`config.mk`:
```
export PLATFORM = sky130hd
export DESIGN_NAME = load_store_unit
export DESIGN_NICKNAME = d
export VERILOG_FILES = /design/src/rtl/lsu_pkg.sv /design/src/rtl/lsu_align.sv /design/src/rtl/load_store_unit.sv
export SDC_FILE = /design/constraint.sdc
export NUM_CORES = 1
export LEC_CHECK = 0
export ABC_AREA = 1
export CAP_MARGIN = 20
export CORE_MARGIN = 2
export CORE_UTILIZATION = 49
export DETAILED_ROUTE_END_ITERATION = 10
export PLACE_DENSITY_LB_ADDON = 0.2
export SKIP_LAST_GASP = 1
export SYNTH_ARGS = -nofsm -noshare
export SYNTH_HDL_FRONTEND = slang
export SYNTH_SLANG_ARGS = --single-unit
```
`constraint.sdc`:
```
create_clock -name clk -period 2.3 [get_ports clk]
set_clock_uncertainty 0.05 [all_clocks]
set_input_delay 0.345 -clock clk [delete_from_list [all_inputs] [get_ports clk]]
set_output_delay 0.345 -clock clk [all_outputs]
set_load 0.03 [all_outputs]
```
`src/rtl/lsu_pkg.sv`:
```
// Shared definitions for the load/store unit: access-size encodings,
// FSM state type and byte-lane shift amounts used by the lane helper.
package lsu_pkg;

  // Access size encodings carried on req_size
  localparam logic [1:0] SZ_BYTE = 2'b00;
  localparam logic [1:0] SZ_HALF = 2'b01;
  localparam logic [1:0] SZ_WORD = 2'b10;
  localparam logic [1:0] SZ_RSVD = 2'b11;

  // Sequencer states
  typedef enum logic [1:0] {
    ST_IDLE   = 2'd0,
    ST_ACCESS = 2'd1,
    ST_WRITE  = 2'd2,
    ST_RESP   = 2'd3
  } lsu_state_e;

  // Bit offset of each byte / half-word lane inside a 32-bit word
  localparam int LANE_B0 = 0;
  localparam int LANE_B1 = 8;
  localparam int LANE_B2 = 16;
  localparam int LANE_B3 = 24;
  localparam int LANE_H0 = 0;
  localparam int LANE_H1 = 16;

  // Bit offset of the addressed lane. Halves select on addr[1] only, so a
  // half at an odd address lands on the lane containing it.
  function automatic logic [4:0] lane_shift(input logic [1:0] size,
                                            input logic [1:0] lo);
    logic [4:0] sh;
    sh = 5'(LANE_B0);
    case (size)
      SZ_BYTE: begin
        case (lo)
          2'd0:    sh = 5'(LANE_B0);
          2'd1:    sh = 5'(LANE_B1);
          2'd2:    sh = 5'(LANE_B2);
          default: sh = 5'(LANE_B3);
        endcase
      end
      SZ_HALF: sh = lo[1] ? 5'(LANE_H1) : 5'(LANE_H0);
      default: sh = 5'(LANE_B0);
    endcase
    return sh;
  endfunction

endpackage

```
`src/rtl/lsu_align.sv`:
```
// Lane helper for the load/store unit: extracts and sign/zero-extends the
// addressed lane of a memory word for loads, and splices store data into
// the old word for sub-word read-modify-write. Purely combinational.
module lsu_align
  import lsu_pkg::*;
(
  input  logic [1:0]  i_size,
  input  logic        i_unsigned,
  input  logic [1:0]  i_addr_lo,
  input  logic [31:0] i_old_word,
  input  logic [31:0] i_store_data,
  output logic [31:0] o_load_data,
  output logic [31:0] o_merged_word
);

  logic [4:0]  w_shift;
  logic [31:0] w_lane;
  logic [31:0] w_mask;
  logic        w_sign;

  // Move the addressed lane down to bit 0 and pick its width mask
  always_comb begin
    w_shift = lane_shift(i_size, i_addr_lo);
    w_lane  = i_old_word >> w_shift;
    w_mask  = '0;
    case (i_size)
      SZ_BYTE: w_mask = 32'h0000_00FF;
      SZ_HALF: w_mask = 32'h0000_FFFF;
      SZ_WORD: w_mask = 32'hFFFF_FFFF;
      default: w_mask = '0;
    endcase
  end

  // Load path: extend the right-aligned lane to a full word
  always_comb begin
    w_sign      = 1'b0;
    o_load_data = '0;
    case (i_size)
      SZ_BYTE: begin
        w_sign      = ~i_unsigned & w_lane[7];
        o_load_data = {{24{w_sign}}, w_lane[7:0]};
      end
      SZ_HALF: begin
        w_sign      = ~i_unsigned & w_lane[15];
        o_load_data = {{16{w_sign}}, w_lane[15:0]};
      end
      SZ_WORD: o_load_data = i_old_word;
      default: o_load_data = '0;
    endcase
  end

  // Store path: replace only the addressed lane of the old word
  always_comb begin
    o_merged_word = (i_old_word & ~(w_mask << w_shift))
                  | ((i_store_data & w_mask) << w_shift);
  end

endmodule

```
`src/rtl/load_store_unit.sv`:
```
// Load/store sequencer between the execute stage and a word-addressed
// memory with combinational read data. Sub-word stores are done as
// read-modify-write (ACCESS reads, WRITE writes). All outputs except
// req_ready are registered.
// Optional build macro: LSU_MISALIGN_TRAP_EN -- when defined, misaligned
// half/word requests are rejected with resp_err instead of being aligned down.
module load_store_unit
  import lsu_pkg::*;
#(
  parameter int ADDR_W = 32,
  parameter int DATA_W = 32   // lane logic is built for 32-bit words only
) (
  input  logic              clk,
  input  logic              rst_n,
  input  logic              req_valid,
  output logic              req_ready,
  input  logic              req_we,
  input  logic [1:0]        req_size,
  input  logic              req_unsigned,
  input  logic [ADDR_W-1:0] req_addr,
  input  logic [DATA_W-1:0] req_wdata,
  output logic              resp_valid,
  input  logic              resp_ready,
  output logic [DATA_W-1:0] resp_rdata,
  output logic              resp_err,
  output logic              mem_write_enable,
  output logic [ADDR_W-1:0] mem_addr,
  output logic [DATA_W-1:0] mem_write_data,
  input  logic [DATA_W-1:0] mem_read_data
);

  lsu_state_e        r_state;
  logic              r_we;
  logic [1:0]        r_size;
  logic              r_uns;
  logic [1:0]        r_addr_lo;
  logic [DATA_W-1:0] r_wdata;
  logic              r_err;
  logic              r_resp_valid;
  logic              r_resp_err;
  logic [DATA_W-1:0] r_resp_rdata;
  logic              r_mem_we;
  logic [ADDR_W-1:0] r_mem_addr;
  logic [DATA_W-1:0] r_mem_wdata;

  logic              w_req_err;
  logic [ADDR_W-1:0] w_word_index;
  logic [DATA_W-1:0] w_load_data;
  logic [DATA_W-1:0] w_merged_word;

  assign w_word_index     = {2'b00, req_addr[ADDR_W-1:2]};
  assign req_ready        = (r_state == ST_IDLE) && rst_n;
  assign resp_valid       = r_resp_valid;
  assign resp_err         = r_resp_err;
  assign resp_rdata       = r_resp_rdata;
  assign mem_write_enable = r_mem_we;
  assign mem_addr         = r_mem_addr;
  assign mem_write_data   = r_mem_wdata;

  // Classify the incoming request as rejected before it is accepted
  always_comb begin
    w_req_err = (req_size == SZ_RSVD);
`ifdef LSU_MISALIGN_TRAP_EN
    if ((req_size == SZ_HALF) && req_addr[0])
      w_req_err = 1'b1;
    if ((req_size == SZ_WORD) && (req_addr[1:0] != 2'b00))
      w_req_err = 1'b1;
`endif
  end

  lsu_align u_align (
    .i_size        (r_size),
    .i_unsigned    (r_uns),
    .i_addr_lo     (r_addr_lo),
    .i_old_word    (mem_read_data),
    .i_store_data  (r_wdata),
    .o_load_data   (w_load_data),
    .o_merged_word (w_merged_word)
  );

  // Request sequencer; memory and response outputs are set up one edge
  // ahead so they are valid for the whole state that owns them.
  always_ff @(posedge clk or negedge rst_n) begin
    if (!rst_n) begin
      r_state      <= ST_IDLE;
      r_we         <= 1'b0;
      r_size       <= SZ_BYTE;
      r_uns        <= 1'b0;
      r_addr_lo    <= 2'b00;
      r_wdata      <= '0;
      r_err        <= 1'b0;
      r_resp_valid <= 1'b0;
      r_resp_err   <= 1'b0;
      r_resp_rdata <= '0;
      r_mem_we     <= 1'b0;
      r_mem_addr   <= '0;
      r_mem_wdata  <= '0;
    end else begin
      case (r_state)
        ST_IDLE: begin
          if (req_valid) begin
            r_we       <= req_we;
            r_size     <= req_size;
            r_uns      <= req_unsigned;
            r_addr_lo  <= req_addr[1:0];
            r_wdata    <= req_wdata;
            r_err      <= w_req_err;
            r_mem_addr <= w_word_index;
            // A word store writes straight through during ACCESS
            if (req_we && (req_size == SZ_WORD) && !w_req_err) begin
              r_mem_we    <= 1'b1;
              r_mem_wdata <= req_wdata;
            end
            r_state <= ST_ACCESS;
          end
        end
        ST_ACCESS: begin
          if (!r_err && r_we && (r_size != SZ_WORD)) begin
            // Sub-word store: old word is on mem_read_data now; keep the
            // address and write back the spliced word in WRITE
            r_mem_we    <= 1'b1;
            r_mem_wdata <= w_merged_word;
            r_state     <= ST_WRITE;
          end else begin
            r_mem_we     <= 1'b0;
            r_mem_addr   <= '0;
            r_mem_wdata  <= '0;
            r_resp_valid <= 1'b1;
            r_resp_err   <= r_err;
            r_resp_rdata <= (!r_err && !r_we) ? w_load_data : '0;
            r_state      <= ST_RESP;
          end
        end
        ST_WRITE: begin
          r_mem_we     <= 1'b0;
          r_mem_addr   <= '0;
          r_mem_wdata  <= '0;
          r_resp_valid <= 1'b1;
          r_resp_err   <= 1'b0;
          r_resp_rdata <= '0;
          r_state      <= ST_RESP;
        end
        ST_RESP: begin
          if (resp_ready) begin
            r_resp_valid <= 1'b0;
            r_resp_err   <= 1'b0;
            r_resp_rdata <= '0;
            r_state      <= ST_IDLE;
          end
        end
        default: r_state <= ST_IDLE;
      endcase
    end
  end

endmodule

```
==> run summary, run 1 <==
- nand2_1 — most common cell in the netlist
- 457 MHz — achievable clock frequency
- 130 µm — die height
- 0 — final hold violations
- 24.1% — part of the total power dissipated in sequential elements
- flip-flop — endpoint kind of the worst setup timing path
- 0.11 ns — register-to-register path setup slack
- 0 — max cap viols
- 16.4% — clock network power share
- 204 — I/O pin cnt
- 24700 µm — sum of routed wire length over all layers
- 39100 µm — first-pass GRT wire length
- 0.43 ns — later-pin clock latency in the skew report
- 0 — yosys warns
- 8800 µW — cell-internal power
- flip-flop — element type at the critical path start
- 0.937 mV — peak supply drop
- 0 — residual antenna-violating net count after detailed routing
- dfrtp_1 (45%), nand2_1 (24%), nand3_1 (6.8%), a21oi_1 (4.3%), o21ai_0 (3.9%) — Synth area leaders
- 138 — TritonCTS sink count
- 17200 µW — post-route total power
- clkbuf_16 — CTS root buffer
- 95.1% — Final period util
- 2.59 ns — worst endpoint required time
- reg2reg — kind of critical path
- 2.19 ns — Final Critical Period
- 49.7% — Slew Limit Headroom
- 138 — post-synthesis sequential element count
- 1102 — synthesized instance count
- 15300 µm² — floorplan core area
- 0 — number of synthesized flops with an enable pin
- 0.41 ns — Crit path largest cell delay
- 2 — Longest Clk Path Bufs
- 6 — first-pass iteration count of the detailed router
- 36.2% — area growth from synthesis to layout
- 44.7% — Seq/Total Area, Yosys
- 8400 µW — power dissipated by switching net loads
- 44.7% — portion of synthesized cell area occupied by the leading cell type
- dfrtp_1 — cell with the largest stage delay on the worst path
- 1630 nW/µm² — power density over cell area
- false — unrepaired setup endpoints after global routing
- 0 — final count of pins violating max slew
- 130 µm — horizontal die dimension
- 0 — Congestion Overflow GR
- 17 — number of CTS-inserted buffers
- 16800 µm² — DIE AREA
- 100% — fraction of registers with async set/reset
- 0.755 ns — pin slew with the least headroom to its limit
- 30.0% — combined global-route utilization of all metal layers
- 7.01 µm² — average footprint of a synthesized cell
- 881 — count of routing violations after the opening detailed-route iteration
- 0 ns — TNS Setup
- 48.8% — share of total power consumed by net switching
- 7577 — vias in the first global route
- in2async — type of the worst min-delay path
- 2.47 ns — Data arrival, critical path
- nand2_1 — cell mode on critical path
- 50.5% — effective utilization at floorplan
- finished, final reports clean — run status
- 4 — CTS HTree Levels
- dfrtp_1 — top flip-flop cell by instance count after synthesis
- 0 — post-CTS setup buffers
- 0 — drc violations
- 0.06 ns — clock slew seen by the registers of the worst setup and hold paths
- 0 — total of endpoints with negative setup slack in the final report
- 17500 µm — Post-DP HPWL
- 45 — num rows
- 16.4 µm — average routed wire per standard cell
- dfrtp_1 — post-synthesis cell type with the largest combined area
- 59.5% — part of the total power dissipated in combinational logic
- 5.30 — Vias/cell
- built — TritonCTS clock tree
- 0 — count of inserted antenna diode cells
- 23 — highest net fanout along the worst path
- 27 — number of distinct library cells after synthesis
- 7976 — via count of the routed design
- 1395 — net total in the final layout
- 0.937 — Placer Congestion
- 6.80% — share of post-route cells with drive strength above 1
- 0.00522 µW — Leakage Power
- inv_1 -> ha_2 -> inv_2 -> nand2_4 -> nand2_4 -> buf_4 -> nand3_1 -> nand2_1 -> nand2_1 -> nand2_1 -> a21oi_1 — ordered list of cells on the worst path
- 0 — number of antenna violations at the first check in global routing
- nand2_1 (504), dfrtp_1 (138), nand3_1 (105) — top cells by count, synth
- 201 — Port-buffer cells
- 7730 µm² — Syn Std Cell Area
- 139 — pin count of the biggest net entering global routing
path summary, 6_finish.rpt:
path | startpoint | to | cells after the start
worst max-delay path | r_size[0]$_DFFE_PN0P_ | mem_write_data[26]$_DFFE_PN0P_ | 11
worst min-delay path | rst_n | resp_rdata[5]$_DFFE_PN0P_ | 2
worst max register to register | r_size[0]$_DFFE_PN0P_ | mem_write_data[26]$_DFFE_PN0P_ | 11
worst min register to register | resp_rdata[22]$_DFFE_PN0P_ | resp_rdata[22]$_DFFE_PN0P_ | 2
max in group asynchronous | rst_n | mem_write_data[14]$_DFFE_PN0P_ | 2
min in group clk | req_addr[1] | r_addr_lo[1]$_DFFE_PN0P_ | 3
sequential cells by signal, summed over array words and instances (netlist names):
| name | cells |
|---|---|
| resp_err | 1 |
| mem_write_data | 32 |
| r_we | 1 |
| r_uns | 1 |
| resp_valid | 1 |
| r_state | 2 |
| r_size | 2 |
| r_addr_lo | 2 |
| r_wdata | 32 |
| r_err | 1 |
| resp_rdata | 32 |
| mem_addr | 30 |
| mem_write_enable | 1 |
cell families (layout without fill, tap and decap cells):
logic type | count (synthesis) | after routing | share of synthesized area, %
adder cells (fa/ha/maj) | 10 | 10 | 1.62
AO/OA/AOI/OAI | 138 | 138 | 9.34
flip-flops | 138 | 138 | 44.7
buffers and inverters | 132 | 323 | 7.79
other | 1 | 2 | 0.0485
AND/OR/NAND/NOR | 683 | 683 | 36.5
power groups by stage:
stage,sequential [µW],combinational [µW],clock [µW]
floorplan,5370,5470,0
global placement,4130,9930,0
detailed placement,4150,10100,0
CTS,4140,10200,2850
global route,4240,11300,2970
finish,4140,10200,2830
area by class of cell:
class	instances	area, µm²
multi-input combinational	833	3690
fill	1362	4790
timing repair buffer	229	2280
sequential	138	3450
clock inverter	13	168
inverter	62	233
clock buffer	19	433
tap	211	264
worst max-delay path: cells and delay by family, from the launching register on:
family          cells  cell delay, ns
simple gates        6            0.64
buf+inv             3            0.50
fa+ha+maj           1            0.30
compound gates      1            0.20
flops               1            0.41
through the flow:
stage                     cells  worst slack (ns)  cell area [µm²]  util, %  hold slack [ns]
after floorplan            1103             0.618             7730        -        -0.000591
after global placement     1473             0.189             9910     64.7            0.412
after detailed placement   1473            0.0470             9910     64.7            0.415
after CTS                  1505            0.0387            10500     68.6           0.0595
after global routing       1505            0.0317            10500     68.7           0.0467
final                      1505             0.114            10500     68.7         0.000710
cells in the final DEF (no fill, tap or decap):
cell / instances
nand2_1: 504
clkdlybuf4s50_1: 199
dfrtp_1: 138
nand3_1: 105
a21oi_1: 65
o21ai_0: 60
inv_1: 56
nor2_1: 48
buf_4: 24
clkbuf_16: 17
ha_1: 9
nand4_1: 7
o22ai_1: 6
inv_2: 5
buf_12: 5
nand2_4: 4
nand2_2: 4
nand3_2: 4
nor2_2: 4
o211ai_1: 3
clkinv_4: 3
inv_6: 3
bufinv_16: 3
o211ai_2: 2
nand3_4: 2
conb_1: 2
clkinv_2: 2
clkbuf_1: 2
clkinvlp_4: 2
clkinv_1: 1
nand3b_4: 1
a21oi_2: 1
a31oi_1: 1
ha_2: 1
buf_6: 1
layer usage:
layer	vias to the layer above	wire length (µm)	GRT usage, %
met1	3699	10300	40.5
met3	51	2280	8.09
li1	3847	-	-
met2	379	11500	47.4
met5	-	0	0
met4	0	629	9.11
timing repair:
item                                    4_1_cts  5_1_grt
hold buffers                                  0        0
gates resized for setup                       0        4
endpoints found under the setup margin        0       50
Power figures use the tool's default switching activity.
==> inputs of run 2 (changes only) <==
--- a/config.mk
+++ b/config.mk
@@ -8,3 +8,2 @@
 export ABC_AREA = 1
-export CAP_MARGIN = 20
 export CORE_MARGIN = 2
==> constraint.sdc (replaced) <==
create_clock -name clk -period 2.3 [get_ports clk]
set_clock_uncertainty 0.05 [all_clocks]
set_input_delay 0.69 -clock clk [delete_from_list [all_inputs] [get_ports clk]]
set_output_delay 0.69 -clock clk [all_outputs]
set_load 0.03 [all_outputs]
==> run summary, run 2 (synthesis gave the netlist of run 1 again) <==
- finished, final reports clean — run status, unchanged
- resp_rdata[4]$_DFFE_PN0P_ — end of the worst register-to-register path, was mem_write_data[26]$_DFFE_PN0P_
- 449 MHz — achievable clock frequency, was 457 MHz
- buffers and inverters — Crit path max-delay family, was simple AND/OR/NAND/NOR gates
- flip-flop — element type at the critical path start, unchanged
- 0.904 — Placer Congestion, was 0.937
- 2.23 ns — Final Critical Period, was 2.19 ns
- 96.8% — Final period util, was 95.1%
- 130 µm — horizontal die dimension, unchanged
- r_size[0]$_DFFE_PN0P_ — startpoint of the lowest-slack register-to-register path, unchanged
- 0 — Congestion Overflow GR, unchanged
- 0.06 ns — clock slew seen by the registers of the worst setup and hold paths, about the same
- 38000 µm — first-pass GRT wire length, was 39100 µm
- 7.40% — share of post-route cells with drive strength above 1, was 6.80%
- output pin — endpoint kind of the worst setup timing path, was flip-flop
- 0.912 mV — peak supply drop, was 0.937 mV
- 1509 — number of cells in the finished layout apart from fillers, was 1505
- 11 — Reg2Reg Depth, unchanged
- 204 — I/O pin cnt, unchanged
- 0 — final count of pins violating max slew, unchanged
- 0 — number of antenna violations at the first check in global routing, unchanged
- 5.23 — Vias/cell, was 5.30
- 1630 nW/µm² — power density over cell area, about the same
- clkdlybuf4s50_1 — cell with the largest stage delay on the worst path, was dfrtp_1
- 15.9 µm — average routed wire per standard cell, was 16.4 µm
- 1.49 ns — Data arrival, critical path, was 2.47 ns
- 17 — number of CTS-inserted buffers, unchanged
- 29.0% — combined global-route utilization of all metal layers, was 30.0%
- 5 — first-pass iteration count of the detailed router, was 6
- 0.0731 ns — worst setup margin, was 0.114 ns
- 1399 — net total in the final layout, was 1395
- 1477 — placed cells, was 1473
- 2 — Longest Clk Path Bufs, unchanged
- clkbuf_16 — CTS root buffer, unchanged
- reg2out — kind of critical path, was reg2reg
- 0.793 ns — pin slew with the least headroom to its limit, was 0.755 ns
- 0 — count of inserted antenna diode cells, unchanged
- 37.2% — area growth from synthesis to layout, was 36.2%
- met2 — most heavily used metal layer in global routing, unchanged
- 1 — sum of buffers and inverters on the critical path, was 3
- clkdlybuf4s50_1 — ordered list of cells on the worst path, was inv_1 -> ha_2 -> inv_2 -> nand2_4 -> nand2_4 -> buf_4 -> nand3_1 -> nand2_1 -> nand2_1 -> nand2_1 -> a21oi_1
- built — TritonCTS clock tree, unchanged
- 201 — Port-buffer cells, unchanged
- 24000 µm — sum of routed wire length over all layers, was 24700 µm
- nand2_1 (504), clkdlybuf4s50_1 (199), dfrtp_1 (138), nand3_1 (105), a21oi_1 (65) — commonest cells after routing, fill and taps aside, unchanged
- 7269 — vias in the first global route, was 7577
- 1.56 ns — worst endpoint required time, was 2.59 ns
- 50.5% — effective utilization at floorplan, unchanged
- 47.1% — Slew Limit Headroom, was 49.7%
- 7.68% — met3 Resource Use GR, was 8.09%
- 17300 µW — post-route total power, was 17200 µW
- 139 — pin count of the biggest net entering global routing, unchanged
- 0.00525 µW — Leakage Power, was 0.00522 µW
- 130 µm — die height, unchanged
- 0 — drc violations, unchanged
- 4 — CTS HTree Levels, unchanged
- 17200 µm — Post-DP HPWL, was 17500 µm
- 0 — total of endpoints with negative setup slack in the final report, unchanged
- 0.20 ns — register-to-register path setup slack, was 0.11 ns
- 0 — max cap viols, unchanged
- 0 ns — TNS Setup, unchanged
- 7894 — via count of the routed design, was 7976
- 0 — post-CTS setup buffers, unchanged
- in2async — type of the worst min-delay path, unchanged
- false — unrepaired setup endpoints after global routing, unchanged
- 45 — num rows, unchanged
- 0.0334 ns — dpl ws, was 0.0470 ns
- nand2_1 — most common cell after layout, fill and taps aside, unchanged
- 45.5% — met2 usage, was 47.4%
- 0 — final hold violations, unchanged
- 1315 — fill cell instance count of the final layout, was 1362
- 869 — count of routing violations after the opening detailed-route iteration, was 881
- 39.7% — M1 GR Usage, was 40.5%
- 2 — highest net fanout along the worst path, was 23
- 15300 µm² — floorplan core area, unchanged
- 16800 µm² — DIE AREA, unchanged
- 0.70 ns — Crit path largest cell delay, was 0.41 ns
- 0.43 ns — later-pin clock latency in the skew report, about the same
- 138 — TritonCTS sink count, unchanged
- 0 — residual antenna-violating net count after detailed routing, unchanged
-- run 2: repair_timing --
item,CTS,global route
hold buffers,0,0
endpoints found under the setup margin,0,33
gates resized for setup,0,7
-- run 2: routing by layer --
layer  part of all wire (%)  vias to the layer above
li1                       -                     3850
met1                     43                     3685
met2                     47                      322
met3                    8.0                       37
met4                    2.2                        0
met5                      0                        -
-- run 2: how the worst max path moves through the flow --
stage / startpoint / endpoint / slack, ns / depth (start not counted)
floorplan: r_state[0]$_DFFE_PN0P_ / req_ready / 0.62 / 4
global placement: mem_read_data[31] / resp_rdata[18]$_DFFE_PN0P_ / 0.09 / 7
detailed placement: mem_read_data[31] / resp_rdata[28]$_DFFE_PN0P_ / 0.03 / 7
CTS: r_state[0]$_DFFE_PN0P_ / req_ready / 0.03 / 5
global route: mem_write_data[28]$_DFFE_PN0P_ / mem_write_data[28] / 0.03 / 1
finish: mem_write_data[25]$_DFFE_PN0P_ / mem_write_data[25] / 0.07 / 1
-- run 2: worst reg2reg max path: stages, from the launching register on --
cell     delay, ns
dfrtp_1       0.40
inv_1         0.13
ha_2          0.31
nand2_1       0.11
nand2_2       0.25
buf_4         0.23
nand3_1       0.08
nand2_1       0.12
nand2_1       0.05
o21ai_0       0.11
nand2_1       0.11
nand2_1       0.08
-- run 2: per-stage QoR --
step	hold WS, ns	area (µm²)	util [%]
6_report	0.305	10600	69.2
3_5_place_dp	0.414	9960	65.1
3_3_place_gp	0.413	9960	65.1
4_1_cts	0.406	10600	69.1
5_1_grt	0.423	10600	69.2
2_1_floorplan	0.344	7730	-
-- run 2: layout make-up --
class	instances	area, µm²	area share, %
clock buffers	20	457	4.31
clock inverters	12	163	1.53
inverters	62	233	2.19
multi-input cells	833	3690	34.8
flip-flops and latches	138	3450	32.6
well taps	211	264	2.49
repair buffers	233	2340	22.1
-- run 2: where the power goes --
part           internal [µW]  total, µW  switching (µW)
registers               3510       4150             637
logic                   3710      10300            6590
clock network           1770       2870            1100
==> inputs of run 3 (changes only) <==
CORE_UTILIZATION = 30   (was 49)
REMOVE_ABC_BUFFERS = 1   (was default)
==> run summary, run 3 (synthesis gave the netlist of run 1 again) <==
- 0 — cts-stage hold buffer count, unchanged
- nand2_1 — most common cell after layout, fill and taps aside, unchanged
- clkdlybuf4s50_1 — ordered list of cells on the worst path, unchanged
- 41000 µm — first-pass GRT wire length, was 38000 µm
- 164 µm — horizontal die dimension, was 130 µm
- 7316 — vias in the first global route, was 7269
- built — TritonCTS clock tree, unchanged
- clkdlybuf4s50_1 — cell with the largest stage delay on the worst path, unchanged
- 0 — post-CTS setup buffers, unchanged
- finished, final reports clean — run status, unchanged
- 0 — residual antenna-violating net count after detailed routing, unchanged
- 2 — Longest Clk Path Bufs, unchanged
- 27100 µm² — DIE AREA, was 16800 µm²
- 0.825 ns — pin slew with the least headroom to its limit, was 0.793 ns
- 0.42 ns — later-pin clock latency in the skew report, was 0.43 ns
- 0 — total of endpoints with negative setup slack in the final report, unchanged
- 201 — Port-buffer cells, unchanged
- 30.6% — effective utilization at floorplan, was 50.5%
- 7.46% — share of post-route cells with drive strength above 1, was 7.40%
- 674 — count of routing violations after the opening detailed-route iteration, was 869
- 1 — sum of buffers and inverters on the critical path, unchanged
- 0 — count of inserted antenna diode cells, unchanged
- 2.24 ns — Final Critical Period, was 2.23 ns
- 45.0% — Slew Limit Headroom, was 47.1%
- reg2out — kind of critical path, unchanged
- 19.5% — combined global-route utilization of all metal layers, was 29.0%
- 17 — number of CTS-inserted buffers, unchanged
- 0.07 ns — clock slew seen by the registers of the worst setup and hold paths, was 0.06 ns
- 204 — I/O pin cnt, unchanged
- nand2_1 (504), clkdlybuf4s50_1 (197), dfrtp_1 (138), nand3_1 (105), a21oi_1 (66) — commonest cells after routing, fill and taps aside, was nand2_1 (504), clkdlybuf4s50_1 (199), dfrtp_1 (138), nand3_1 (105), a21oi_1 (65)
- 16.0 µm — average routed wire per standard cell, was 15.9 µm
- 164 µm — die height, was 130 µm
- 1600 nW/µm² — power density over cell area, was 1630 nW/µm²
- 0.308 ns — hold slack, was 0.305 ns
- 2 — highest net fanout along the worst path, unchanged
- 139 — pin count of the biggest net entering global routing, unchanged
- 5 — first-pass iteration count of the detailed router, unchanged
- in2async — type of the worst min-delay path, unchanged
- 38.9% — area growth from synthesis to layout, was 37.2%
- 3450 µm² — sequential cell area, unchanged
- 1.50 ns — Data arrival, critical path, was 1.49 ns
- false — unrepaired setup endpoints after global routing, unchanged
- 138 — TritonCTS sink count, unchanged
- 17200 µW — post-route total power, was 17300 µW
- 0.856 — Placer Congestion, was 0.904
- buffers and inverters — Crit path max-delay family, unchanged
- 0 — final hold violations, unchanged
- 25300 µm² — floorplan core area, was 15300 µm²
- output pin — endpoint kind of the worst setup timing path, unchanged
- clkbuf_16 — CTS root buffer, unchanged
- 3680 µm² — area used by multi-input combinational logic, was 3690 µm²
- flip-flop — element type at the critical path start, unchanged
- 97.5% — Final period util, was 96.8%
- 4.68 — Vias/cell, was 5.23
- 4 — CTS HTree Levels, unchanged
- 1.56 ns — worst endpoint required time, about the same
- 0.790 mV — peak supply drop, was 0.912 mV
- 0 — max cap viols, unchanged
- 0.00527 µW — Leakage Power, was 0.00525 µW
- 2628 — fill cell instance count of the final layout, was 1315
- 26000 µm — sum of routed wire length over all layers, was 24000 µm
- 1402 — net total in the final layout, was 1399
- 18300 µm — Post-DP HPWL, was 17200 µm
- 0 — final count of pins violating max slew, unchanged
- 0 — Congestion Overflow GR, unchanged
- 7639 — via count of the routed design, was 7894
- 58 — num rows, was 45
- 0 — number of antenna violations at the first check in global routing, unchanged
- 446 MHz — achievable clock frequency, was 449 MHz
- 0 — drc violations, unchanged
- 0.69 ns — Crit path largest cell delay, was 0.70 ns
## run 3: final timing paths
kind | start | end | slack [ns] | cells past startpoint
hold / removal | rst_n | mem_addr[13]$_DFFE_PN0P_ | 0.31 | 2
setup reg to reg | r_size[0]$_DFFE_PN0P_ | mem_write_data[27]$_DFFE_PN0P_ | 0.23 | 10
setup / recovery | mem_write_data[20]$_DFFE_PN0P_ | mem_write_data[20] | 0.06 | 1
max in group asynchronous | rst_n | r_size[0]$_DFFE_PN0P_ | 1.23 | 2
hold reg to reg | resp_rdata[25]$_DFFE_PN0P_ | resp_rdata[25]$_DFFE_PN0P_ | 0.43 | 2
min in group clk | resp_rdata[25]$_DFFE_PN0P_ | resp_rdata[25]$_DFFE_PN0P_ | 0.43 | 2
## run 3: power by group
group	internal, µW	total (µW)	switching, µW
clock	1430	2630	1200
combinational	3760	10400	6650
sequential	3510	4120	614
## run 3: metal layers
metal | up-vias | routed length [µm] | GRT usage [%] | share of wire, %
met5 | - | 0 | 0 | 0
met4 | 0 | 425 | 5.30 | 1.6
met1 | 3534 | 12200 | 28.0 | 47
met2 | 227 | 11900 | 29.9 | 46
met3 | 24 | 1560 | 3.92 | 6.0
li1 | 3854 | - | - | -
## run 3: stage by stage
| stage | area, µm² | setup slack, ns | instances | utilization (%) | TNS (ns) |
|---|---|---|---|---|---|
| 2_1_floorplan | 7360 | -0.276 | 1033 | - | -13.89 |
| 3_3_place_gp | 10200 | 0.0964 | 1599 | 40.3 | 0 |
| 3_5_place_dp | 10200 | 0.0894 | 1599 | 40.3 | 0 |
| 4_1_cts | 10700 | 0.0176 | 1631 | 42.5 | 0 |
| 5_1_grt | 10700 | 0.0112 | 1631 | 42.5 | 0 |
| 6_report | 10700 | 0.0580 | 1631 | 42.5 | 0 |
## run 3: final cells by class
type / instances / share of cell area, %
clock buffers: 18 / 4.09
clock inverters: 14 / 1.06
inverters: 62 / 2.17
multi-input cells: 833 / 34.3
flip-flops and latches: 138 / 32.2
well taps: 330 / 3.85
repair buffers: 236 / 22.4
## run 3: what timing repair did
action / CTS / global route
hold endpoints to repair: 0 / 0
setup endpoints to repair: 0 / 11
gates resized for setup: 0 / 5
